<file path="config.mk">
export PLATFORM = sky130hd
export DESIGN_NAME = mulu_acc_drain
export DESIGN_NICKNAME = d
export VERILOG_FILES = /design/src/rtl/mulu_acc_drain_pkg.sv /design/src/rtl/mulu_acc_drain_nib_ser.sv /design/src/rtl/mulu_acc_drain.sv
export SDC_FILE = /design/constraint.sdc
export NUM_CORES = 1
export LEC_CHECK = 0
export CAP_MARGIN = 20
export CORE_MARGIN = 2
export CORE_UTILIZATION = 45
export DETAILED_ROUTE_END_ITERATION = 6
export GPL_ROUTABILITY_DRIVEN = 0
export HOLD_SLACK_MARGIN = 0.08
export PLACE_DENSITY = 0.64
export SYNTH_ARGS = -nofsm -noshare
export SYNTH_HDL_FRONTEND = slang
export SYNTH_HIERARCHICAL = 1
export SYNTH_SLANG_ARGS = --single-unit
</file>
<file path="constraint.sdc">
create_clock -name clk -period 2.75 [get_ports clk]
set_clock_uncertainty 0.15 [all_clocks]
set_input_delay 0.275 -clock clk [delete_from_list [all_inputs] [get_ports clk]]
set_output_delay 0.275 -clock clk [all_outputs]
set_load 0.01 [all_outputs]
</file>
<file path="src/rtl/mulu_acc_drain_pkg.sv">
// Shared definitions for the multiply-accumulate-drain slice.
// Holds the upstream 2x2 multiplier widths, accumulator defaults and FSM encodings.
// No logic; imported by mulu_acc_drain and acc_nib_ser.
package mulu_acc_drain_pkg;

    // Upstream top_mulu_x2y2 operand widths; its product width follows.
    localparam int MUL_X_WIDTH   = 2;
    localparam int MUL_Y_WIDTH   = 2;
    localparam int P_WIDTH_DEF   = MUL_X_WIDTH + MUL_Y_WIDTH;

    // Accumulator width must be a whole number of nibbles.
    localparam int ACC_WIDTH_DEF = 8;
    localparam int NIB_WIDTH     = 4;

    // Products per batch (1..31) and the width of the batch counter.
    localparam int COUNT_MAX_DEF = 31;
    localparam int CNT_WIDTH     = 5;

    typedef enum logic [1:0] {
        ST_IDLE  = 2'd0,
        ST_ACC   = 2'd1,
        ST_DRAIN = 2'd2
    } acc_state_e;

    // Number of nibbles needed to drain an accumulator of the given width.
    function automatic int nib_count(input int acc_w);
        return acc_w / NIB_WIDTH;
    endfunction

endpackage

</file>
<file path="src/rtl/mulu_acc_drain_nib_ser.sv">
// acc_nib_ser: serialises a loaded accumulator value as nibbles, least significant first.
// Latency: nibble 0 is on o_nib the cycle after i_load; one nibble per cycle thereafter.
// Backpressure: none; the consumer must accept every nibble while o_nib_vld is high.
// Ports: clk/rst (sync, active-low) | i_load, i_load_dat: capture a value and start
//        | o_nib, o_nib_vld, o_nib_last: registered nibble stream.
module acc_nib_ser
    import mulu_acc_drain_pkg::*;
#(
    parameter int ACC_WIDTH = ACC_WIDTH_DEF
)
(
    input  logic                 clk,
    input  logic                 rst,
    input  logic                 i_load,
    input  logic [ACC_WIDTH-1:0] i_load_dat,
    output logic [3:0]           o_nib,
    output logic                 o_nib_vld,
    output logic                 o_nib_last
);

    localparam int NNIB  = nib_count(ACC_WIDTH);
    localparam int IDX_W = (NNIB > 1) ? $clog2(NNIB) : 1;
    localparam logic [IDX_W-1:0] IDX_LAST = IDX_W'(NNIB - 1);

    logic [ACC_WIDTH-1:0] r_sh;
    logic [IDX_W-1:0]     r_idx;
    logic [3:0]           r_nib;
    logic                 r_vld;
    logic                 r_last;

    logic [ACC_WIDTH-1:0] w_sh_nxt;
    logic [IDX_W-1:0]     w_idx_inc;

    // The shift register always holds the value whose low nibble is on o_nib.
    assign w_sh_nxt  = r_sh >> NIB_WIDTH;
    assign w_idx_inc = r_idx + IDX_W'(1);

    always_ff @(posedge clk) begin
        if (!rst) begin
            r_sh   <= '0;
            r_idx  <= '0;
            r_nib  <= '0;
            r_vld  <= 1'b0;
            r_last <= 1'b0;
        end else if (i_load) begin
            r_sh   <= i_load_dat;
            r_idx  <= '0;
            r_nib  <= i_load_dat[3:0];
            r_vld  <= 1'b1;
            r_last <= (IDX_LAST == '0);
        end else if (r_vld && !r_last) begin
            r_sh   <= w_sh_nxt;
            r_idx  <= w_idx_inc;
            r_nib  <= w_sh_nxt[3:0];
            r_vld  <= 1'b1;
            r_last <= (w_idx_inc == IDX_LAST);
        end else begin
            // Idle or just emitted the last nibble: outputs return to zero.
            r_nib  <= '0;
            r_vld  <= 1'b0;
            r_last <= 1'b0;
        end
    end

    assign o_nib      = r_nib;
    assign o_nib_vld  = r_vld;
    assign o_nib_last = r_last;

endmodule

</file>
<file path="src/rtl/mulu_acc_drain.sv">
// mulu_acc_drain: accumulates unsigned products from top_mulu_x2y2 (p_vld = its rdy)
// and drains the batch sum as nibbles after COUNT_MAX products or on flush.
// Latency: last accepted product (or flush) to first nib_vld is 1 cycle.
// Backpressure: none upstream; products arriving during a drain are dropped and flagged.
// Ports: clk, rst (sync, active-low) | p, p_vld, flush in | nib, nib_vld, nib_last,
//        ovf (sticky carry-out), drop (sticky lost product), busy out. All outputs registered.
module mulu_acc_drain
    import mulu_acc_drain_pkg::*;
#(
    parameter int P_WIDTH   = P_WIDTH_DEF,
    parameter int ACC_WIDTH = ACC_WIDTH_DEF,
    parameter int COUNT_MAX = COUNT_MAX_DEF
)
(
    input  logic               clk,
    input  logic               rst,
    input  logic [P_WIDTH-1:0] p,
    input  logic               p_vld,
    input  logic               flush,
    output logic [3:0]         nib,
    output logic               nib_vld,
    output logic               nib_last,
    output logic               ovf,
    output logic               drop,
    output logic               busy
);

    acc_state_e           r_state;
    acc_state_e           w_state_nxt;

    logic [ACC_WIDTH-1:0] r_acc;
    logic [ACC_WIDTH-1:0] w_acc_nxt;
    logic [CNT_WIDTH-1:0] r_cnt;
    logic [CNT_WIDTH-1:0] w_cnt_nxt;
    logic [CNT_WIDTH-1:0] w_cnt_inc;
    logic                 r_ovf;
    logic                 w_ovf_nxt;
    logic                 r_drop;
    logic                 w_drop_nxt;
    logic                 r_busy;

    logic [ACC_WIDTH:0]   w_sum;
    logic                 w_load;
    logic                 w_ser_last;

    // One extra bit on the adder gives the carry-out for ovf.
    assign w_sum     = {1'b0, r_acc} + (ACC_WIDTH + 1)'(p);
    assign w_cnt_inc = r_cnt + CNT_WIDTH'(1);

    // State register.
    always_ff @(posedge clk) begin
        if (!rst) begin
            r_state <= ST_IDLE;
        end else begin
            r_state <= w_state_nxt;
        end
    end

    // Next-state, datapath updates and serializer load.
    always_comb begin
        w_state_nxt = r_state;
        w_acc_nxt   = r_acc;
        w_cnt_nxt   = r_cnt;
        w_ovf_nxt   = r_ovf;
        w_drop_nxt  = r_drop;
        w_load      = 1'b0;

        unique case (r_state)
            ST_IDLE: begin
                // flush alone is meaningless here: nothing has been accumulated.
                if (p_vld) begin
                    w_acc_nxt  = ACC_WIDTH'(p);
                    w_cnt_nxt  = CNT_WIDTH'(1);
                    w_ovf_nxt  = 1'b0;
                    w_drop_nxt = 1'b0;
                    if (COUNT_MAX == 1) begin
                        w_state_nxt = ST_DRAIN;
                        w_load      = 1'b1;
                    end else begin
                        w_state_nxt = ST_ACC;
                    end
                end
            end

            ST_ACC: begin
                if (p_vld) begin
                    w_acc_nxt = w_sum[ACC_WIDTH-1:0];
                    w_cnt_nxt = w_cnt_inc;
                    if (w_sum[ACC_WIDTH]) begin
                        w_ovf_nxt = 1'b1;
                    end
                end
                // The serializer loads the post-add value, so a product arriving
                // with flush is included and nib_vld follows one cycle later.
                if (flush || (p_vld && (w_cnt_inc == CNT_WIDTH'(COUNT_MAX)))) begin
                    w_state_nxt = ST_DRAIN;
                    w_load      = 1'b1;
                end
            end

            ST_DRAIN: begin
                if (p_vld) begin
                    w_drop_nxt = 1'b1;
                end
                // DRAIN cycles coincide with nibble cycles; leave after the last.
                if (w_ser_last) begin
                    w_state_nxt = ST_IDLE;
                end
            end

            default: begin
                w_state_nxt = ST_IDLE;
            end
        endcase
    end

    // Datapath and status registers.
    always_ff @(posedge clk) begin
        if (!rst) begin
            r_acc  <= '0;
            r_cnt  <= '0;
            r_ovf  <= 1'b0;
            r_drop <= 1'b0;
            r_busy <= 1'b0;
        end else begin
            r_acc  <= w_acc_nxt;
            r_cnt  <= w_cnt_nxt;
            r_ovf  <= w_ovf_nxt;
            r_drop <= w_drop_nxt;
            r_busy <= (w_state_nxt != ST_IDLE);
        end
    end

    acc_nib_ser #(
        .ACC_WIDTH (ACC_WIDTH)
    ) u_nib_ser (
        .clk        (clk),
        .rst        (rst),
        .i_load     (w_load),
        .i_load_dat (w_acc_nxt),
        .o_nib      (nib),
        .o_nib_vld  (nib_vld),
        .o_nib_last (w_ser_last)
    );

    assign nib_last = w_ser_last;
    assign ovf      = r_ovf;
    assign drop     = r_drop;
    assign busy     = r_busy;

endmodule
</file>
==> reports/metrics.cfg <==
[outcome]
status = finished, final reports clean

[worst_setup_path]
crit_slowest_cell = clkdlybuf4s50_1
cp-end-kind = register
cp_num_cells = 10
reg2reg_from = r_acc[0]
r2r-end = u_nib_ser/r_sh[6]
path_cells = clkdlybuf4s50_1 > ha_1 > inv_1 > fa_1 > nand2b_1 > a211oi_1 > nor2_1 > nor3_1 > a22oi_1 > nor2b_1
critPathBufInv = 2
cp_top_family = simple AND/OR/NAND/NOR gates
r2r_cells = 9
arrival_ns = 2.39
crit_required_ns = 2.87
slowest_delay_ns = 0.48
regToRegSetupSlack_ns = 0.56
critPathKind = primary input to register
cp_max_fo = 3
critPathLaunchType = primary input

[clock_tree]
cts_sinks = 29
tritoncts = done
hold_buffers = 0
clk-insertion-delay-late_ns = 0.33
cts_setup_buffers = 0
root_buffer = clkbuf_4
clk_pin_slew_ns = 0.09
cts-htree-levels = 2
cts_resized = 0
clockBufferDepth = 2
numCtsBuffers = 5

[routing]
ant_nets = 0
post_drt_via_cell_ratio = 5.29
wl_per_cell_um = 13.5
drc = 0
drt_wl_total_um = 3210
first_iter_violations = 45
vias = 1260
first_pass_iters = 4

[worst_hold_path]
hp-class = register to register
whs_path_depth = 1
min_from = u_nib_ser/r_idx
whs_endpoint = u_nib_ser/o_nib_last

[place]
io_buffers = 16
dp_hpwl_um = 2330
place_area_mm2 = 0.00172
place_inst = 230
pre_cts_ws_ns = 0.143

[logic_synthesis]
synth_seq_cells = 29
yosys_most_used_dff = dfxtp_1
netlist_instances = 171
synth_cell_type_count = 48
avgSynthCellArea_um2 = 8.88
synthesis.area_mm2 = 0.00152
synth_edf_count = 0
ys_warn_count = 6
async_reset_ff_share_pct = 0
syn_nets = 186
ys_seq_area_share_pct = 38.3

[finish]
final_util_pct = 55.0
final_cell_mix = dfxtp_1 (29), clkdlybuf4s50_1 (16), nand2_1 (15), nor2b_1 (15), nor2_1 (11)
layout_commonest_cell = dfxtp_1
drive_gt1_share_pct = 8.33
area_delta_synth_final_pct = 19.1
finalNetCount = 206
finalInstanceArea_mm2 = 0.00181
stdcell_count = 238
diodes = 0

[timing]
setup_ws_ns = 0.481
relSlewSlack_pct = 69.6
tightestPinTransition_ns = 0.455
post-route-min-period_ns = 2.27
finalSetupTns_ns = 0
period_share_pct = 82.5
setup_viol = 0
finalHoldViolCount = 0
fmax_mhz = 441
rsz0062_at_grt = no
drv_slew = 0

[global_routing]
antenna_found_initial = 0
grt_pass1_vias = 1164
overflow = 0
grt_first_pass_wirelength_um = 5140
grt_max_degree = 22
grt_use_total_pct = 19.0

[floorplanning]
die_h_um = 62.1
initial_core_util_pct = 46.2
core.rowCount = 21
chipWidth_um = 62.1
io-pin-count = 17
dieArea_mm2 = 0.00385
core_region_area_mm2 = 0.00328

[power_and_ir_drop]
ir_worst_vdd_mv = 0.316
p_per_area_mw_per_mm2 = 534
p_leak_nw = 0.710

[flow_run]
cap_viol_max_count = 0

## worst max path at each step
stage	start	endpoint	slack [ns]
final	p[0]	u_nib_ser/r_sh[6]	0.48
after detailed placement	p[0]	u_nib_ser/r_sh[6]	0.14
after global routing	p[0]	u_nib_ser/r_sh[6]	0.26
after CTS	p[0]	u_nib_ser/r_sh[6]	0.50
after global placement	p[0]	u_nib_ser/r_sh[6]	0.20
after floorplan	r_acc[0]	u_nib_ser/r_sh[6]	0.74
## layout make-up
type	instances	area, um2
fill	305	1480
multi-input combinational	129	876
sequential	29	581
timing repair buffer	19	183
tap	46	57.6
clock buffer	7	55.1
clock inverter	1	30.0
inverter	7	26.3
## registers in the layout, indices dropped and copies added, names as in the netlist
| signal | count |
|---|---|
| busy | 1 |
| drop | 1 |
| ovf | 1 |
| r_acc | 8 |
| r_cnt | 5 |
| r_state | 2 |
| u_nib_ser/o_nib | 4 |
| u_nib_ser/o_nib_last | 1 |
| u_nib_ser/o_nib_vld | 1 |
| u_nib_ser/r_idx | 1 |
| u_nib_ser/r_sh | 4 |
## cell usage after synthesis, drive strengths merged, types with 2 or more instances
master | count | area [um2]
dfxtp | 29 | 581
nor2b | 16 | 108
nand2 | 15 | 56.3
nor2 | 11 | 41.3
a22oi | 9 | 67.6
a21oi | 8 | 40.0
nand3 | 7 | 40.0
ha | 6 | 75.1
inv | 6 | 22.5
and2 | 5 | 31.3
mux2i | 5 | 50.1
nand2b | 4 | 25.0
o21ai | 4 | 20.0
buf | 3 | 23.8
clkbuf | 3 | 11.3
xnor2 | 3 | 26.3
a211o | 2 | 17.5
a211oi | 2 | 15.0
a31oi | 2 | 12.5
and3 | 2 | 12.5
nand4b | 2 | 17.5
nor3 | 2 | 10.0
o211a | 2 | 20.0
o211ai | 2 | 15.0
or2b | 2 | 15.0
or3 | 2 | 17.5
## per-stage QoR
stage / power, W / hold slack [ns]
finish: 0.000965 / 0.306
global route: 0.00102 / 0.342
CTS: 0.000977 / 0.312
detailed placement: 0.000601 / 0.296
global placement: 0.000596 / 0.278
floorplan: 0.000554 / 0.243
## cell families after synthesis
kind of cell,synth area share [%]
simple gates,28.4
compound gates,16.7
flops,38.3
buf+inv,4.04
fa+ha+maj,6.27
mux,4.04
xor+xnor,2.31
## power by group
part	internal (W)	switching, W
registers	0.000435	0.0000158
clock network	0.000217	0.000157
logic	0.0000667	0.0000740
## metal layers
layer | global-route usage, % | up-vias | part of all wire, %
met2 | 30.7 | 17 | 49
met1 | 23.4 | 592 | 46
met5 | 0 | - | 0
met4 | 7.29 | 0 | 1.5
met3 | 6.21 | 7 | 3.4
li1 | - | 644 | -
(Power assumes the default switching activity.)
